[src/rtl/dmem_access_unit_pkg.sv]
// Shared types for the MEM-stage data-memory access unit: word type,
// FSM state encoding and the alignment helper used to qualify accesses.
package dmem_access_unit_pkg;

  localparam int unsigned WORD_W = 32;

  typedef logic [WORD_W-1:0] word_t;

  typedef enum logic [1:0] {
    S_IDLE = 2'd0,
    S_WAIT = 2'd1,
    S_DONE = 2'd2
  } state_e;

  // A word access is legal only when the two byte-offset bits are zero.
  function automatic logic is_word_aligned(input word_t addr);
    return (addr[1:0] == 2'b00);
  endfunction

endpackage

[src/rtl/dmem_access_unit.sv]
// MEM-stage initiator for a variable-latency req/ack data-memory bus.
// Holds the upstream pipeline while an access is outstanding, bubbles
// MEM/WB, presents load data in DONE and flags misalignment and timeouts.
module dmem_access_unit
  import dmem_access_unit_pkg::*;
#(
  parameter int unsigned TIMEOUT = 16  // WAIT cycles without ack before abort; 0 disables
) (
  input  logic        clk,
  input  logic        reset,
  input  logic        MemReadM,
  input  logic        MemWriteM,
  input  logic [31:0] ALUResM,
  input  logic [31:0] WriteDataM,
  output logic [31:0] MemRDM,
  output logic        StallM,
  output logic        BubbleW,
  output logic        AdErrM,
  output logic        BusErrM,
  output logic        mem_req,
  output logic        mem_we,
  output logic [31:0] mem_addr,
  output logic [31:0] mem_wdata,
  input  logic        mem_ack,
  input  logic [31:0] mem_rdata
);

  localparam int unsigned CNT_W = (TIMEOUT < 1) ? 1 : $clog2(TIMEOUT + 1);
  localparam logic [CNT_W-1:0] CNT_MAX = '1;
  localparam logic [CNT_W-1:0] CNT_TO  = CNT_W'(TIMEOUT);

  state_e           state_q, state_d;
  logic             req_q, req_d;
  logic             we_q, we_d;
  word_t            addr_q, addr_d;
  word_t            wdata_q, wdata_d;
  word_t            data_q, data_d;
  logic             err_q, err_d;
  logic [CNT_W-1:0] cnt_q, cnt_d;

  logic             mem_op;
  logic             acc;

  // Qualify the MEM-stage instruction: only aligned loads/stores reach the bus.
  assign mem_op = MemReadM | MemWriteM;
  assign acc    = mem_op & is_word_aligned(ALUResM);
  assign AdErrM = mem_op & ~acc;

  // State register: FSM, bus request registers, captured data, error and counter.
  // NOTE: sequential state uses non-blocking assignments so every register
  // samples the pre-edge value of its neighbours, independent of statement order.
  always_ff @(posedge clk) begin
    if (reset) begin
      state_q <= S_IDLE;
      req_q   <= 1'b0;
      we_q    <= 1'b0;
      addr_q  <= '0;
      wdata_q <= '0;
      data_q  <= '0;
      err_q   <= 1'b0;
      cnt_q   <= '0;
    end else begin
      state_q <= state_d;
      req_q   <= req_d;
      we_q    <= we_d;
      addr_q  <= addr_d;
      wdata_q <= wdata_d;
      data_q  <= data_d;
      err_q   <= err_d;
      cnt_q   <= cnt_d;
    end
  end

  // Next-state logic: launch in IDLE, wait for ack or timeout, retire in DONE.
  always_comb begin
    // NOTE: every target gets a hold default first so no path through the
    // case can leave one unassigned and infer a latch.
    state_d = state_q;
    req_d   = req_q;
    we_d    = we_q;
    addr_d  = addr_q;
    wdata_d = wdata_q;
    data_d  = data_q;
    err_d   = err_q;
    cnt_d   = cnt_q;

    unique case (state_q)
      S_IDLE: begin
        if (acc) begin
          req_d   = 1'b1;
          we_d    = MemWriteM;
          addr_d  = {ALUResM[31:2], 2'b00};
          wdata_d = WriteDataM;
          state_d = S_WAIT;
        end
      end

      S_WAIT: begin
        if (mem_ack) begin
          // Ack has priority over a coincident timeout.
          data_d  = we_q ? '0 : mem_rdata;
          req_d   = 1'b0;
          state_d = S_DONE;
        end else begin
          cnt_d = (cnt_q == CNT_MAX) ? cnt_q : cnt_q + CNT_W'(1);
          if ((TIMEOUT != 0) && (cnt_d == CNT_TO)) begin
            data_d  = '0;
            req_d   = 1'b0;
            err_d   = 1'b1;
            state_d = S_DONE;
          end
        end
      end

      S_DONE: begin
        cnt_d   = '0;
        err_d   = 1'b0;
        state_d = S_IDLE;
      end

      default: state_d = S_IDLE;
    endcase
  end

  // Output logic: stall/bubble while launching or waiting; result only in DONE.
  always_comb begin
    StallM  = ((state_q == S_IDLE) & acc) | (state_q == S_WAIT);
    BubbleW = StallM;
    MemRDM  = (state_q == S_DONE) ? data_q : '0;
    BusErrM = (state_q == S_DONE) & err_q;
  end

  assign mem_req   = req_q;
  assign mem_we    = we_q;
  assign mem_addr  = addr_q;
  assign mem_wdata = wdata_q;

endmodule

[config.mk]
export PLATFORM = sky130hd
export DESIGN_NAME = dmem_access_unit
export DESIGN_NICKNAME = d
export VERILOG_FILES = /design/src/rtl/dmem_access_unit_pkg.sv /design/src/rtl/dmem_access_unit.sv
export SDC_FILE = /design/constraint.sdc
export NUM_CORES = 1
export LEC_CHECK = 0
export CAP_MARGIN = 10
export CORE_MARGIN = 3
export CORE_UTILIZATION = 40
export DETAILED_ROUTE_END_ITERATION = 12
export PLACE_DENSITY = 0.8
export SYNTH_ARGS = -nofsm -noshare
export SYNTH_HDL_FRONTEND = slang
export SYNTH_SLANG_ARGS = --single-unit
[constraint.sdc]
create_clock -name clk -period 1.8 [get_ports clk]
set_input_delay 0.27 -clock clk [delete_from_list [all_inputs] [get_ports clk]]
set_output_delay 0.27 -clock clk [all_outputs]
set_load 0.01 [all_outputs]
Word level (Yosys, flattened, before mapping)
Index checks and enable logic that the tools add are counted.
- output and inout port bits: 102
- logic and storage cells: 53
- register bits: 104
- add/subtract/negate cells: 1
- reduce and logical (&&, ||, !) cells: 11
- bitwise gates (word level): 7
- eq/ne operators: 8
- muxes and demuxes: 18
- operators by type and width (operator ; count):
    $mux W32 ; 4
    $eq A5 B5 Y1 const B ; 2
    $mux W5 ; 2
    $pmux W5 S2 ; 1
    $reduce_and A2 Y1 ; 4
    $mux W2 ; 3
    $ne A2 B2 Y1 const B ; 3
    $reduce_and A3 Y1 ; 2
    $reduce_bool A2 Y1 ; 3
    $add A5 B1 Y5 const B ; 1
    $mux W1 ; 5
    $and A1 B1 Y1 ; 4
    $logic_not A2 Y1 ; 2
    $pmux W1 S2 ; 2
    $pmux W2 S2 ; 1
    $ne A3 B3 Y1 const B ; 1
    $eq A2 B1 Y1 const B ; 1
    $eq A2 B2 Y1 const B ; 1
    $or A1 B1 Y1 ; 2
    $not A1 Y1 ; 1

Depth between registers and ports, before layout
- depth in word-level cells: 6
- depth in mapped cells: 7
- mapped depth without buffers: 6

Least setup slack after synthesis
Ideal clock, no wire load.
- kind: register to register
- from: register cnt_q[0]
- to: register data_q[0]
- cell stages (with the launch flop): 8
- arrival: 1.554 ns
- path slack: 0.130 ns
- data required time: 1.683 ns
- cells stage by stage: dfxtp_1 > ha_1 > nand3_1 > or3_1 > o211ai_2 > nand3_4 > buf_6 > a22o_1
- cells in the longest elaborated chain, start to end: 5
- elaborated cells between the ends (all ways): 6
- RTL lines (what ; RTL line ; source):
    from (decl) ; dmem_access_unit.sv:39 ; logic [CNT_W-1:0] cnt_q, cnt_d;
    from (signal assigned) ; dmem_access_unit.sv:70 ; cnt_q <= cnt_d;
    $add A5 B1 Y5 or $eq A5 B5 Y1 (tied branches) ; dmem_access_unit.sv:105 ; cnt_d = (cnt_q == CNT_MAX) ? cnt_q : cnt_q + CNT_W'(1);
    $mux W5 * ; dmem_access_unit.sv:105 ;
    $eq A5 B5 Y1 * ; dmem_access_unit.sv:106 ; if ((TIMEOUT != 0) && (cnt_d == CNT_TO)) begin
    $reduce_bool A2 Y1 (no source line) * ; n/a ;
    $reduce_and A2 Y1 (no source line) * ; n/a ;
    to (signal assigned) ; dmem_access_unit.sv:68 ; data_q <= data_d;
    to (decl) ; dmem_access_unit.sv:37 ; word_t data_q, data_d;
Mark *: on every way between the ends. The rest lies on a longest branch, timed or not.
A chain may end at the register's enable or synchronous reset.

Worst setup path in the final report
- from: input port ALUResM[1]
- to: output port AdErrM
- cells in the longest elaborated chain, start to end: 4
- RTL lines (what ; RTL line ; source):
    from (decl) ; dmem_access_unit.sv:13 ; input logic [31:0] ALUResM,
    $logic_not A2 Y1 ; dmem_access_unit_pkg.sv:17 ; return (addr[1:0] == 2'b00);
    $and A1 B1 Y1 ; dmem_access_unit.sv:46 ; assign acc = mem_op & is_word_aligned(ALUResM);
    $not A1 Y1 ; dmem_access_unit.sv:47 ; assign AdErrM = mem_op & ~acc;
    $and A1 B1 Y1 ; dmem_access_unit.sv:47 ;
    to (decl) ; dmem_access_unit.sv:18 ; output logic AdErrM,
Every way passes these cells.

==> results.py <==
metrics = {
    "timing": {
        "holdWs_ns": 0.198,
        "rsz0062_at_grt": "yes",
        "hold_viol": 0,
        "fin_crit_sh_pct": 97.6,
        "post-route-min-period_ns": 1.76,
        "clock.fmax_mhz": 569,
        "setup_viol_count_final": 0,
        "tightest_slew_ns": 0.696,
        "slew_headroom_pct": 53.6,
        "drv_slew": 0,
        "final.setup_skew_ns": 0.0106,
    },
    "layout": {
        "multi_input_area_mm2": 0.00171,
        "final_nets": 755,
        "area_growth_pct": 60.2,
        "final_cell_area_mm2": 0.00635,
        "n_fill_cell": 762,
        "register_area_mm2": 0.00209,
        "drive_above_1_share_pct": 14.0,
        "stdcell_count": 787,
        "n_antenna_cell": 0,
    },
    "clock_network": {
        "htreeDepth": 3,
        "cts_tree": "done",
        "cts_root_buffer": "clkbuf_8",
        "numClockSinks": 104,
        "cts_max_path_buffers": 2,
        "cts_made_buffers": 9,
        "clk_latency_ns": 0.35,
        "clk_pin_slew_worst_paths_ns": 0.10,
    },
    "route": {
        "ant_nets": 0,
        "wl_per_cell_um": 15.1,
        "vias": 3849,
        "drc_errors": 0,
        "drt_wl_total_mm": 11.9,
        "viasPerCell": 4.89,
        "drt-pass1-iter-count": 4,
        "drt_iter0_drc": 174,
    },
    "synthesis": {
        "synth_edf_count": 0,
        "ys_async_sr_fraction_pct": 0,
        "ys_seq_area_share_pct": 52.5,
        "synth-seq-cells": 104,
        "yosysWarnings": 0,
        "synth.avg_cell_area_um2": 8.83,
        "synth_cell_type_count": 38,
        "postSynthCellCount": 449,
        "syn-cell-area_mm2": 0.00396,
        "synth-main-ff-cell": "dfxtp_1",
    },
    "global_routing": {
        "grt_pass1_vias": 3847,
        "grt_overflow": 0,
        "grt_pass1_wl_mm": 18.9,
        "grt_max_degree": 69,
        "gr-usage-all-layers_pct": 20.6,
        "antenna_found_initial": 0,
    },
    "worst_hold_path": {
        "hold_depth": 2,
        "hp-class": "in -> reg",
        "holdPathEnd": "state_q[1]",
        "hold_start": "reset",
    },
    "floorplan": {
        "row_count": 35,
        "floorplan.initialDensity_pct": 42.1,
        "dieArea_mm2": 0.0111,
        "die_w_um": 106,
        "core_mm2": 0.00942,
        "fp.dieH_um": 106,
        "io_pins": 203,
    },
    "worst_setup_path": {
        "worstPathRequired_ns": 1.53,
        "crit_type": "in -> out",
        "crit_top_cell": "clkdlybuf4s50_1",
        "path_max_fanout": 2,
        "cp.arrival_ns": 1.49,
        "rr_endpoint": "data_q[24]",
        "r2r-start": "cnt_q[0]",
        "ff2ff_path_depth": 7,
        "crit_slowest_cell": "clkdlybuf4s50_1",
        "critPathMaxStageDelay_ns": 0.53,
        "cp_num_buf_inv": 2,
        "rrSetupSlack_ns": 0.12,
        "end_kind": "primary output",
        "cp_cell_sequence": "clkdlybuf4s50_1 -> o22a_1 -> clkdlybuf4s50_1",
        "startpoint": "ALUResM[1]",
        "cp-start-kind": "input pin",
        "path_delay_family": "buffers and inverters",
    },
    "pwr": {
        "leakage_uw": 0.00245,
        "max-vdd-ir-drop_v": 0.000398,
        "power_per_cell_area_mw_per_mm2": 755,
    },
    "flow_run": {
        "maxCapViolCount": 0,
    },
    "place": {
        "hpwl_mm": 8.20,
        "dpl_cell_area_mm2": 0.00612,
        "dp_cells": 764,
        "port_buffers": 200,
        "place_congestion": 0.821,
    },
    "outcome": {
        "status": "complete, no violations",
    },
}
## worst max-delay path by stage
stage / slack [ns] / to / cells after the start
after floorplan: 0.13 / data_q[0] / 7
after global placement: -0.23 / StallM / 5
after detailed placement: -0.25 / BubbleW / 5
after CTS: -0.02 / MemRDM[15] / 4
after global routing: -0.02 / BubbleW / 5
final: 0.04 / AdErrM / 3
## cell usage after synthesis (3+ instances only)
| cell | count | area [um2] |
|---|---|---|
| nand2_1 | 134 | 503 |
| dfxtp_1 | 104 | 2080 |
| a21oi_1 | 67 | 335 |
| and2_1 | 34 | 213 |
| a22o_1 | 32 | 280 |
| clkbuf_1 | 17 | 63.8 |
| buf_6 | 9 | 101 |
| nor2_1 | 6 | 22.5 |
| buf_4 | 4 | 30.0 |
| o21ai_0 | 4 | 20.0 |
| buf_2 | 3 | 15.0 |
| nand2b_1 | 3 | 18.8 |
| nand3_1 | 3 | 15.0 |
## where the power goes
part           switching [uW]  internal (uW)
Sequential               49.5           2400
Combinational             290            428
Clock                     767            864
## kinds of logic after synthesis
kind of cell / synth area share, %
and+or+nand+nor: 22.4
other: 0.0946
buffers and inverters: 5.49
adders and majority gates: 0.316
DFF: 52.5
muxes: 0.253
AOI/OAI and AO/OA: 18.9
## per-stage QoR
| step | utilization [%] | setup WS (ns) | power (uW) | setup TNS [ns] |
|---|---|---|---|---|
| after floorplan | - | 0.130 | 2770 | 0 |
| after global placement | 65.0 | -0.231 | 3180 | -5.18 |
| after detailed placement | 65.0 | -0.250 | 3200 | -7.58 |
| after CTS | 68.1 | -0.0217 | 4830 | -0.0390 |
| after global routing | 67.4 | -0.0215 | 5000 | -0.0624 |
| final | 67.4 | 0.0427 | 4790 | 0 |
## routing by layer
metal	share of wire, %	track usage, %
met1	43	24.6
met2	47	35.2
met3	8.6	6.43
met4	1.4	6.94
met5	0	0
## cells in the final DEF, fill, tap and decap left out, types with 2 or more instances in the layout
cell / Yosys / layout
a21oi_1: 67 / 67
a22o_1: 32 / 32
a22oi_1: 2 / 2
a32oi_1: 2 / 2
and2_1: 34 / 33
buf_12: 0 / 5
buf_2: 3 / 12
buf_4: 4 / 16
buf_6: 9 / 4
bufinv_16: 0 / 2
clkbuf_2: 0 / 18
clkbuf_8: 0 / 11
clkdlybuf4s15_2: 0 / 4
clkdlybuf4s50_1: 0 / 162
conb_1: 1 / 2
dfxtp_1: 104 / 102
inv_1: 2 / 2
nand2_1: 134 / 133
nand2b_1: 3 / 3
nand3_1: 3 / 3
nor2_1: 6 / 6
o21ai_0: 4 / 4
## sequential cells by signal, summed over array words and instances, names as in the netlist
name,cells
data_q,32
mem_wdata,32
mem_addr,30
cnt_q,5
state_q,2
err_q,1
mem_req,1
mem_we,1
## layout make-up
| class | instances | area share [%] |
|---|---|---|
| multi-input cells | 311 | 26.9 |
| flip-flops and latches | 104 | 32.9 |
| clock inverters | 4 | 1.20 |
| clock buffers | 12 | 2.44 |
| repair buffers | 225 | 34.0 |
| inverters | 2 | 0.118 |
| well taps | 129 | 2.54 |
## timing repair
item / in CTS / in global routing
hold buffers: 0 / 0
gates cloned: 1 / 1
endpoints found under the setup margin: 36 / 66
resized for setup: 97 / 38
pin swaps: 1 / 3
buffers inserted: 1 / 4
Power figures use the tool's default switching activity.
